$ cat src/rtl/led_fader.sv
// Four-channel LED fader: each channel ramps its PWM duty toward the registered target
// pattern, one step per prescaler tick, with an independent OFF/RISE/ON/FALL FSM.
module led_fader #(
    parameter int unsigned PWM_BITS = 8,
    parameter int unsigned FADE_DIV = 19_531
) (
    input  logic       clk,
    input  logic       nrst,
    input  logic [3:0] led_in,
    input  logic       enable,
    output logic [3:0] led_out,
    output logic       busy
);

    localparam logic [PWM_BITS-1:0] MAX      = '1;
    localparam logic [PWM_BITS-1:0] PWM_LAST = {{(PWM_BITS-1){1'b1}}, 1'b0};
    localparam int unsigned         PW       = (FADE_DIV > 1) ? $clog2(FADE_DIV) : 1;
    localparam logic [PW-1:0]       PRE_LAST = PW'(FADE_DIV - 1);

    typedef enum logic [1:0] {OFF, RISE, ON, FALL} state_e;

    logic [3:0]          led_in_q;
    logic                enable_q;
    logic [PWM_BITS-1:0] pwm_cnt_q, pwm_cnt_d;
    logic [PW-1:0]       presc_q, presc_d;
    logic                tick;
    logic [3:0]          tgt;
    state_e              state_q [4];
    state_e              state_d [4];
    logic [PWM_BITS-1:0] duty_q [4];
    logic [PWM_BITS-1:0] duty_d [4];
    logic [3:0]          led_out_q, led_out_d;
    logic                busy_q, busy_d;

    assign tgt  = led_in_q & {4{enable_q}};
    assign tick = (presc_q == PRE_LAST);

    always_comb begin
        pwm_cnt_d = (pwm_cnt_q == PWM_LAST) ? '0 : pwm_cnt_q + 1'b1;
        presc_d   = tick ? '0 : presc_q + 1'b1;
        for (int unsigned i = 0; i < 4; i++) begin
            led_out_d[i] = (duty_q[i] > pwm_cnt_q);
        end
    end

    // Direction is resolved first so a tick coinciding with a target change steps the new way;
    // the end-of-ramp check then runs on the stepped duty.
    always_comb begin
        busy_d = 1'b0;
        for (int unsigned i = 0; i < 4; i++) begin
            state_d[i] = state_q[i];
            duty_d[i]  = duty_q[i];
            case (state_q[i])
                OFF:  if (tgt[i])  state_d[i] = RISE;
                RISE: if (!tgt[i]) state_d[i] = FALL;
                ON:   if (!tgt[i]) state_d[i] = FALL;
                FALL: if (tgt[i])  state_d[i] = RISE;
            endcase
            if (tick) begin
                if (state_d[i] == RISE && duty_q[i] != MAX) begin
                    duty_d[i] = duty_q[i] + 1'b1;
                end else if (state_d[i] == FALL && duty_q[i] != '0) begin
                    duty_d[i] = duty_q[i] - 1'b1;
                end
            end
            if (state_d[i] == RISE && duty_d[i] == MAX) begin
                state_d[i] = ON;
            end else if (state_d[i] == FALL && duty_d[i] == '0) begin
                state_d[i] = OFF;
            end
            if (state_d[i] == RISE || state_d[i] == FALL) begin
                busy_d = 1'b1;
            end
        end
    end

    always_ff @(posedge clk or negedge nrst) begin
        if (!nrst) begin
            led_in_q  <= '0;
            enable_q  <= 1'b0;
            pwm_cnt_q <= '0;
            presc_q   <= '0;
            led_out_q <= '0;
            busy_q    <= 1'b0;
            for (int unsigned i = 0; i < 4; i++) begin
                state_q[i] <= OFF;
                duty_q[i]  <= '0;
            end
        end else begin
            led_in_q  <= led_in;
            enable_q  <= enable;
            pwm_cnt_q <= pwm_cnt_d;
            presc_q   <= presc_d;
            led_out_q <= led_out_d;
            busy_q    <= busy_d;
            for (int unsigned i = 0; i < 4; i++) begin
                state_q[i] <= state_d[i];
                duty_q[i]  <= duty_d[i];
            end
        end
    end

    assign led_out = led_out_q;
    assign busy    = busy_q;

endmodule

$ cat config.mk
export PLATFORM = sky130hd
export DESIGN_NAME = led_fader
export DESIGN_NICKNAME = d
export VERILOG_FILES = /design/src/rtl/led_fader.sv
export SDC_FILE = /design/constraint.sdc
export NUM_CORES = 1
export LEC_CHECK = 0
export ABC_AREA = 1
export CAP_MARGIN = 20
export CORE_UTILIZATION = 35
export DETAILED_ROUTE_END_ITERATION = 8
export PLACE_DENSITY_LB_ADDON = 0.15
export SYNTH_ARGS = -nofsm -noshare
export SYNTH_HDL_FRONTEND = slang
export SYNTH_SLANG_ARGS = --single-unit
$ cat constraint.sdc
create_clock -name clk -period 2.8 [get_ports clk]
set_input_delay 0.28 -clock clk [delete_from_list [all_inputs] [get_ports clk]]
set_output_delay 0.28 -clock clk [all_outputs]
set_load 0.03 [all_outputs]
==> results of run 1 <==
final cells by class:
type                            instances  area (um^2)  area share (%)
Clock buffer                           13        250.2           3.920
Clock inverter                          3        40.04          0.6272
Inverter                              137        515.5           8.075
Multi-Input combinational cell        631         3271           51.23
Sequential cell                        73         1827           28.62
Tap cell                              216        270.3           4.234
Timing Repair Buffer                   21        210.2           3.293
cells by family (layout without fill, tap and decap cells):
logic type               after synthesis  in the layout  synth area share, %
AND/OR/NAND/NOR                      495            495                37.89
buffers and inverters                146            174                10.23
AO/OA/AOI/OAI                         83             83                8.315
flip-flops                            73             73                32.20
adder cells (fa/ha/maj)               48             48                10.59
XOR/XNOR                               5              5               0.7719
final timing paths:
path | slack (ns) | end
worst max-delay path | 0.30 | busy$_DFF_PN0_
worst min-delay path | 0.37 | enable_q$_DFF_PN0_
worst max register to register | 0.30 | busy$_DFF_PN0_
worst min register to register | 0.48 | presc_q[14]$_DFF_PN0_
max in group asynchronous | 1.76 | duty_q[6]$_DFF_PN0_
min in group asynchronous | 0.45 | led_out[0]$_DFF_PN0_
repair_timing:
item	CTS	global route
setup endpoints to repair	0	1
endpoints found under the hold margin	0	37
gates resized for setup	0	1
hold buffers	0	1
placed cells by master, fill, tap and decap left out, drive strengths merged:
master / Yosys / routed
ha: 48 / 48
nand2: 258 / 258
dfrtp: 73 / 73
and2: 1 / 1
clkinv: 1 / 3
inv: 136 / 136
nand3: 80 / 80
buf: 9 / 10
dlygate4sd3: 0 / 1
a21oi: 43 / 43
o211ai: 2 / 2
nor3: 13 / 13
nor2: 101 / 101
bufinv: 0 / 1
a32oi: 1 / 1
clkdlybuf4s50: 0 / 10
o22ai: 1 / 1
xor2: 5 / 5
or2: 1 / 1
o21a: 1 / 1
nor4: 2 / 2
a2bb2oi: 1 / 1
nand3b: 8 / 8
o21ai: 30 / 30
nor3b: 2 / 2
nand4: 29 / 29
a31oi: 3 / 3
clkbuf: 0 / 13
a21boi: 1 / 1
metal layers:
metal | GRT usage, % | vias to the layer above | share of wire [%]
met3 | 2.973 | 23 | 3.2
met1 | 25.34 | 2301 | 52
met4 | 7.543 | 0 | 2.2
li1 | - | 2784 | -
met5 | 0 | - | 0
met2 | 29.00 | 91 | 43
critical path: cells and delay by family (launching register included):
kind          cells  cell delay [ns]
buf+inv           2             0.11
fa+ha+maj         1             0.23
flops             1             0.46
simple gates     15             1.58
power groups by stage:
stage	Combinational (W)	Clock [W]	Sequential, W
6_report	0.000553	0.00116	0.00118
5_1_grt	0.000645	0.00124	0.00119
4_1_cts	0.000555	0.00120	0.00118
3_5_place_dp	0.000551	0	0.00120
3_3_place_gp	0.000558	0	0.00120
2_1_floorplan	0.000408	0	0.00119
through the flow:
step           setup slack, ns  hold WS, ns  util [%]  total power [W]  std cells
2_1_floorplan           0.8135     -0.01559         -         0.001598        850
3_3_place_gp            0.1509       0.4704     38.29         0.001756       1076
3_5_place_dp            0.1905       0.4650     38.29         0.001747       1076
4_1_cts                 0.1440       0.1542     40.13         0.002933       1092
5_1_grt                0.01514       0.3660     40.33         0.003074       1094
6_report                0.3007       0.3701     40.33         0.002890       1094
sequential cells by signal, indices dropped and copies added (netlist names):
register and count:
led_out 4, enable_q 1, led_in_q 4, busy 1, state_q 8, duty_q 32
pwm_cnt_q 8, presc_q 15
==> results.tsv, run 1 <==
stage	metric	value	unit
sta	Slew @ Worst Pin	0.5220	ns
global_routing	total gr overflow	0	
critical_path	CP peak stage delay	0.46	ns
cts	CTS clk-pin slew, worst paths	0.06	ns
worst_hold_path	Hold Path Stages	1	
global_routing	first-pass GRT wire length	23980	um
routing	DRC	0	
run	Max Cap Viol	0	
yosys	Post-Syn Area	0.005673	mm^2
critical_path	CP required	3.04	ns
yosys	Cells after Synth	850	
pwr	Pleak	3.338	nW
global_routing	vias in the first global route	4989	
sta	Post-Route Setup TNS	0	ns
pwr	Reg power frac	40.8	%
yosys	Yosys reg bits	73	
sta	RSZ-0062 raised after global routing	no	
routing	DR pass1 iterations	5	
yosys	cell accounting for the most synthesized area	dfrtp_1	
critical_path	reg2reg start	duty_q[25]$_DFF_PN0_	
final_layout	fill count	1680	
final_layout	post-route cell area	0.006384	mm^2
sta	Pins Over Slew Limit	0	
critical_path	CP cell instances	ha_1, nand2_1, nor2_1, nand2_1, nand2_2, nor2_1, nor2_2, nand2_1, nand2_1, nand2_1, inv_1, nand2_1, nor2_1, nand2_1, nand3_1, nand2_1, inv_1, nand2_1	
critical_path	Crit Path Class	flop to flop	
die	core area	0.01583	mm^2
sta	clock skew	0.006195	ns
yosys	Synthesized Nets	905	
final_layout	nets@finish	928	
yosys	top post-synthesis cells by count	nand2_1 (247), inv_1 (131), nor2_1 (97)	
worst_hold_path	type of the worst min-delay path	input pin to flop	
routing	DR vias	5199	
die	Ports	12	
critical_path	CP max FO	12	
routing	DR iter-0 viols	337	
pwr	Net Sw Frac	30.37	%
yosys	Syn Area/Cell	6.674	um^2
yosys	Async SR Flop Fraction	100.0	%
sta	count of final setup violators	0	
sta	Rel. slew slack	65.20	%
pwr	worst ir drop on vdd	290.3	uV
yosys	post-synth top area share	32.20	%
placement	HPWL Detailed	10560	um
global_routing	pin count of the biggest net entering global routing	74	
routing	Vias per Instance	4.752	
yosys	Post-synth EDFFs	0	
critical_path	Critical Path Start	duty_q[25]$_DFF_PN0_	
yosys	largest cells by area after synthesis	dfrtp_1 (32%), nand2_1 (16%), ha_1 (11%), inv_1 (8.7%), nand3_1 (6.9%)	
pwr	Power Internal	0.002012	W
sta	Min Clock Period, post-route	2.499	ns
cts	clock sink count	73	
pwr	Power Density	452.7	mW/mm^2
pwr	combinational power share	19.2	%
die	Die Width	129.3	um
routing	Post-Route WL	14080	um
global_routing	GRT Total Usage	18.50	%
final_layout	Antenna diodes	0	
routing	Avg WL per Cell	12.87	um
cts	Max Root-Sink Buffers	2	
global_routing	initial antenna violation count	0	
critical_path	most frequent CP cell	nand2_1	
critical_path	Worst Path Arrival	2.74	ns
placement	port bufs	11	
die	Row Count	46	
critical_path	R2R depth	18	
cts	clk_lat worst skew	0.35	ns
critical_path	slowest library cell on the worst path	dfrtp_1	
die	Starting Density	35.84	%
sta	crit share post-route	89.26	%
sta	Fmax	0.4001	GHz
critical_path	CP Capture Type	flop	
cts	Post-CTS Setup Inserts	0	
run_status	status	completed	
die	die extent in y	129.3	um
cts	CTS H-Tree Depth	3	
yosys	post-synth cell types	36	
pwr	Switch Pwr	0.0008776	W
critical_path	Critical Path Source Type	flop	
cts	root buf cell	clkbuf_16	
placement	global placer's final weighted congestion	0.8720	
die	Die ar.	0.01672	mm^2
cts	CTS tree	done	
final_layout	area grow syn2layout	12.53	%
yosys	count leader, synth	nand2_1	
sta	Hold Vio Cnt, Final	0	
yosys	yosys warns	0	
routing	ANT nets after route	0	
worst_hold_path	hold path startpoint	enable	
yosys	sequential fraction of the synthesis area	32.20	%
pwr	clock share of power	40.1	%
yosys	Post-synth top flop	dfrtp_1	
final_layout	ratio of cells with drive above 1 in the final layout	6.378	%
placement	dpl cell area	0.006061	mm^2
cts	Num CTS Buffers	9	
No activity file was read; power rests on OpenSTA's default activity.
==> run 2, diff against run 1 <==
- ABC_AREA: 1 -> default
- SETUP_SLACK_MARGIN: default -> 0.4
==> run 2 against run 1 <==
  * Register-to-register slack lost 0.24 ns
  * First-iteration DRC count grew 17%
  * Maximum frequency is 8.7% lower
  * Sequential share of layout area fell by 3.3 points
  * Critical endpoint unchanged
==> results.tsv, run 2 <==
stage	metric	value	unit
final_layout	ratio of cells with drive above 1 in the final layout	30.55	%
critical_path	CP Capture Type	flop	
cts	Max Root-Sink Buffers	2	
die	Starting Density	35.90	%
critical_path	FF-to-FF setup slack	0.06	ns
routing	Vias per Instance	5.659	
final_layout	commonest non-fill, non-tap cell in the layout	buf_4	
routing	ANT nets after route	0	
die	Die Width	124.3	um
placement	port bufs	11	
global_routing	total gr overflow	0	
worst_hold_path	type of the worst min-delay path	input pin to flop	
yosys	cell accounting for the most synthesized area	dfrtp_1	
sta	Rel. slew slack	58.84	%
final_layout	Top reg by flops	duty_q	
yosys	yosys warns	0	
critical_path	Worst Path Arrival	2.96	ns
sta	Hold Vio Cnt, Final	0	
pwr	worst ir drop on vdd	292.8	uV
placement	HPWL Detailed	10480	um
yosys	Async SR Flop Fraction	100.0	%
final_layout	commonest cells after routing, fill and taps aside	buf_4 (94), dfrtp_1 (72), nor2_1 (50)	
die	Die ar.	0.01546	mm^2
routing	DR iter-0 viols	395	
routing	Post-Route WL	15510	um
pwr	Pleak	3.306	nW
die	Ports	12	
routing	DR vias	5042	
yosys	Post-synth top flop	dfrtp_1	
sta	Min Clock Period, post-route	2.737	ns
critical_path	Critical Path Source Type	flop	
yosys	largest cells by area after synthesis	dfrtp_1 (35%), ha_1 (11%), xnor2_1 (4.3%), nor2_1 (3.7%), nand3_1 (3.0%)	
yosys	count leader, synth	dfrtp_1	
sta	crit share post-route	97.74	%
routing	Post-Route M1 WL	6770	um
die	core area	0.01459	mm^2
run	Max Cap Viol	0	
routing	met2 wire length	7569	um
placement	global placer's final weighted congestion	0.9154	
routing	Detail Route met3 WL	735	um
cts	CTS clk-pin slew, worst paths	0.06	ns
yosys	post-synth top area share	34.88	%
yosys	sequential fraction of the synthesis area	34.88	%
routing	DRC	0	
yosys	top post-synthesis cells by count	dfrtp_1 (73), nor2_1 (52), ha_1 (48)	
critical_path	CP max FO	8	
routing	DR top layer	met4	
cts	Num CTS Buffers	9	
final_layout	top flop regs	duty_q: 32 flops, presc_q: 15 flops	
yosys	Cells after Synth	585	
critical_path	Crit Path Class	flop to flop	
die	die extent in y	124.3	um
sta	Fmax	0.3654	GHz
routing	DR pass1 iterations	5	
sta	Pins Over Slew Limit	0	
sta	worst setup margin	0.06335	ns
cts	CTS H-Tree Depth	3	
global_routing	GRT Total Usage	20.46	%
sta	Slew @ Worst Pin	0.6174	ns
final_layout	Antenna diodes	0	
final_layout	max reg flops	32	
die	Row Count	44	
yosys	Syn Area/Cell	8.953	um^2
sta	RSZ-0062 raised after global routing	yes	
critical_path	CP required	3.02	ns
yosys	post-synth cell types	74	
cts	clk_lat worst skew	0.34	ns
yosys	Yosys reg bits	73	
yosys	Post-Syn Area	0.005238	mm^2
cts	CTS tree	done	
global_routing	initial antenna violation count	0	
run_status	status	completed	
yosys	Post-synth EDFFs	0	
cts	root buf cell	clkbuf_16	
final_layout	Post-Route Utilization	49.42	%
sta	count of final setup violators	0	
sta	clock skew	0.008317	ns
global_routing	pin count of the biggest net entering global routing	74	
global_routing	first-pass GRT wire length	25190	um
final_layout	nets@finish	757	
global_routing	vias in the first global route	4980	
final_layout	area grow syn2layout	37.65	%
yosys	Synthesized Nets	640	
routing	Avg WL per Cell	17.41	um
pwr	Power Density	433.1	mW/mm^2
placement	Place WS	-0.04109	ns
cts	clock sink count	73	
==> run 2: changes by cell type in the layout (fill, tap and decap cells not counted), sizes merged, moves of 26 or more <==
cell   delta
nand3    -49
xnor2    +26
buf     +100
inv     -100
nor2     -49
nand2   -221
==> run 2: layer usage <==
metal  vias up  track usage [%]
li1       2388                -
met5         -                0
met1      2438            25.63
met3        43            4.381
met2       173            33.99
met4         0            8.505
==> run 2: kinds of logic (layout without fill, tap and decap cells) <==
kind of cell | after synthesis | after routing | synth area share [%]
xor+xnor | 38 | 38 | 6.355
buf+inv | 49 | 171 | 3.894
compound gates | 137 | 137 | 18.37
simple gates | 239 | 239 | 24.84
flops | 73 | 73 | 34.88
mux | 1 | 1 | 0.1911
fa+ha+maj | 48 | 48 | 11.47
==> run 2: worst paths after layout <==
| check | startpoint | to | depth (start not counted) |
|---|---|---|---|
| min reg2reg | presc_q[5]$_DFF_PN0_ | presc_q[5]$_DFF_PN0_ | 1 |
| min in group asynchronous | nrst | duty_q[16]$_DFF_PN0_ | 2 |
| max reg2reg | presc_q[0]$_DFF_PN0_ | busy$_DFF_PN0_ | 12 |
| max in group asynchronous | nrst | enable_q$_DFF_PN0_ | 3 |
| min | led_in[0] | led_in_q[0]$_DFF_PN0_ | 1 |
| max | presc_q[0]$_DFF_PN0_ | busy$_DFF_PN0_ | 12 |
==> run 2: report_power, final <==
part / switching, W / internal [W] / leakage, nW
Sequential: 0.0000723 / 0.00112 / 0.963
Combinational: 0.000347 / 0.000291 / 2.18
Clock: 0.000480 / 0.000813 / 0.161
Total: 0.000900 / 0.00222 / 3.31
==> run 2: metrics by stage <==
step | instance area, um^2 | setup TNS [ns] | std cells | power [W] | hold slack [ns]
floorplan | 5308 | 0 | 585 | 0.001539 | -0.01559
global placement | 6122 | -0.01271 | 837 | 0.001720 | 0.4731
detailed placement | 6122 | -0.04109 | 837 | 0.001724 | 0.4837
CTS | 6964 | 0 | 884 | 0.003113 | 0.1498
global route | 7209 | -0.02844 | 891 | 0.003284 | 0.3578
finish | 7209 | 0 | 891 | 0.003122 | 0.3707
==> run 2: critical path, cell delays in order, from the launching register on <==
cell and delay (ns):
dfrtp_1 0.38, inv_2 0.08, ha_4 0.13, nor4bb_4 0.21
nand4_1 0.23, buf_12 0.22, buf_6 0.12, or3_4 0.37
a22o_1 0.22, and4bb_1 0.32, a211oi_2 0.08, nor2_1 0.16
o211ai_2 0.09
==> run 2: layout make-up <==
class / instances / area (um^2)
Inverter: 34 / 127.6
Multi-Input combinational cell: 463 / 3651
Tap cell: 184 / 230.2
Fill cell: 1315 / 7380
Clock inverter: 5 / 86.33
Clock buffer: 11 / 242.7
Sequential cell: 73 / 1828
Timing Repair Buffer: 121 / 1044
==> run 2: what timing repair did <==
| action | 4_1_cts | 5_1_grt |
|---|---|---|
| hold endpoints to repair | 0 | 29 |
| cloned | 2 | 0 |
| hold buffers | 0 | 1 |
| pin swaps | 23 | 25 |
| setup endpoints to repair | 9 | 10 |
| setup buffers | 29 | 5 |
| gates resized for setup | 58 | 41 |
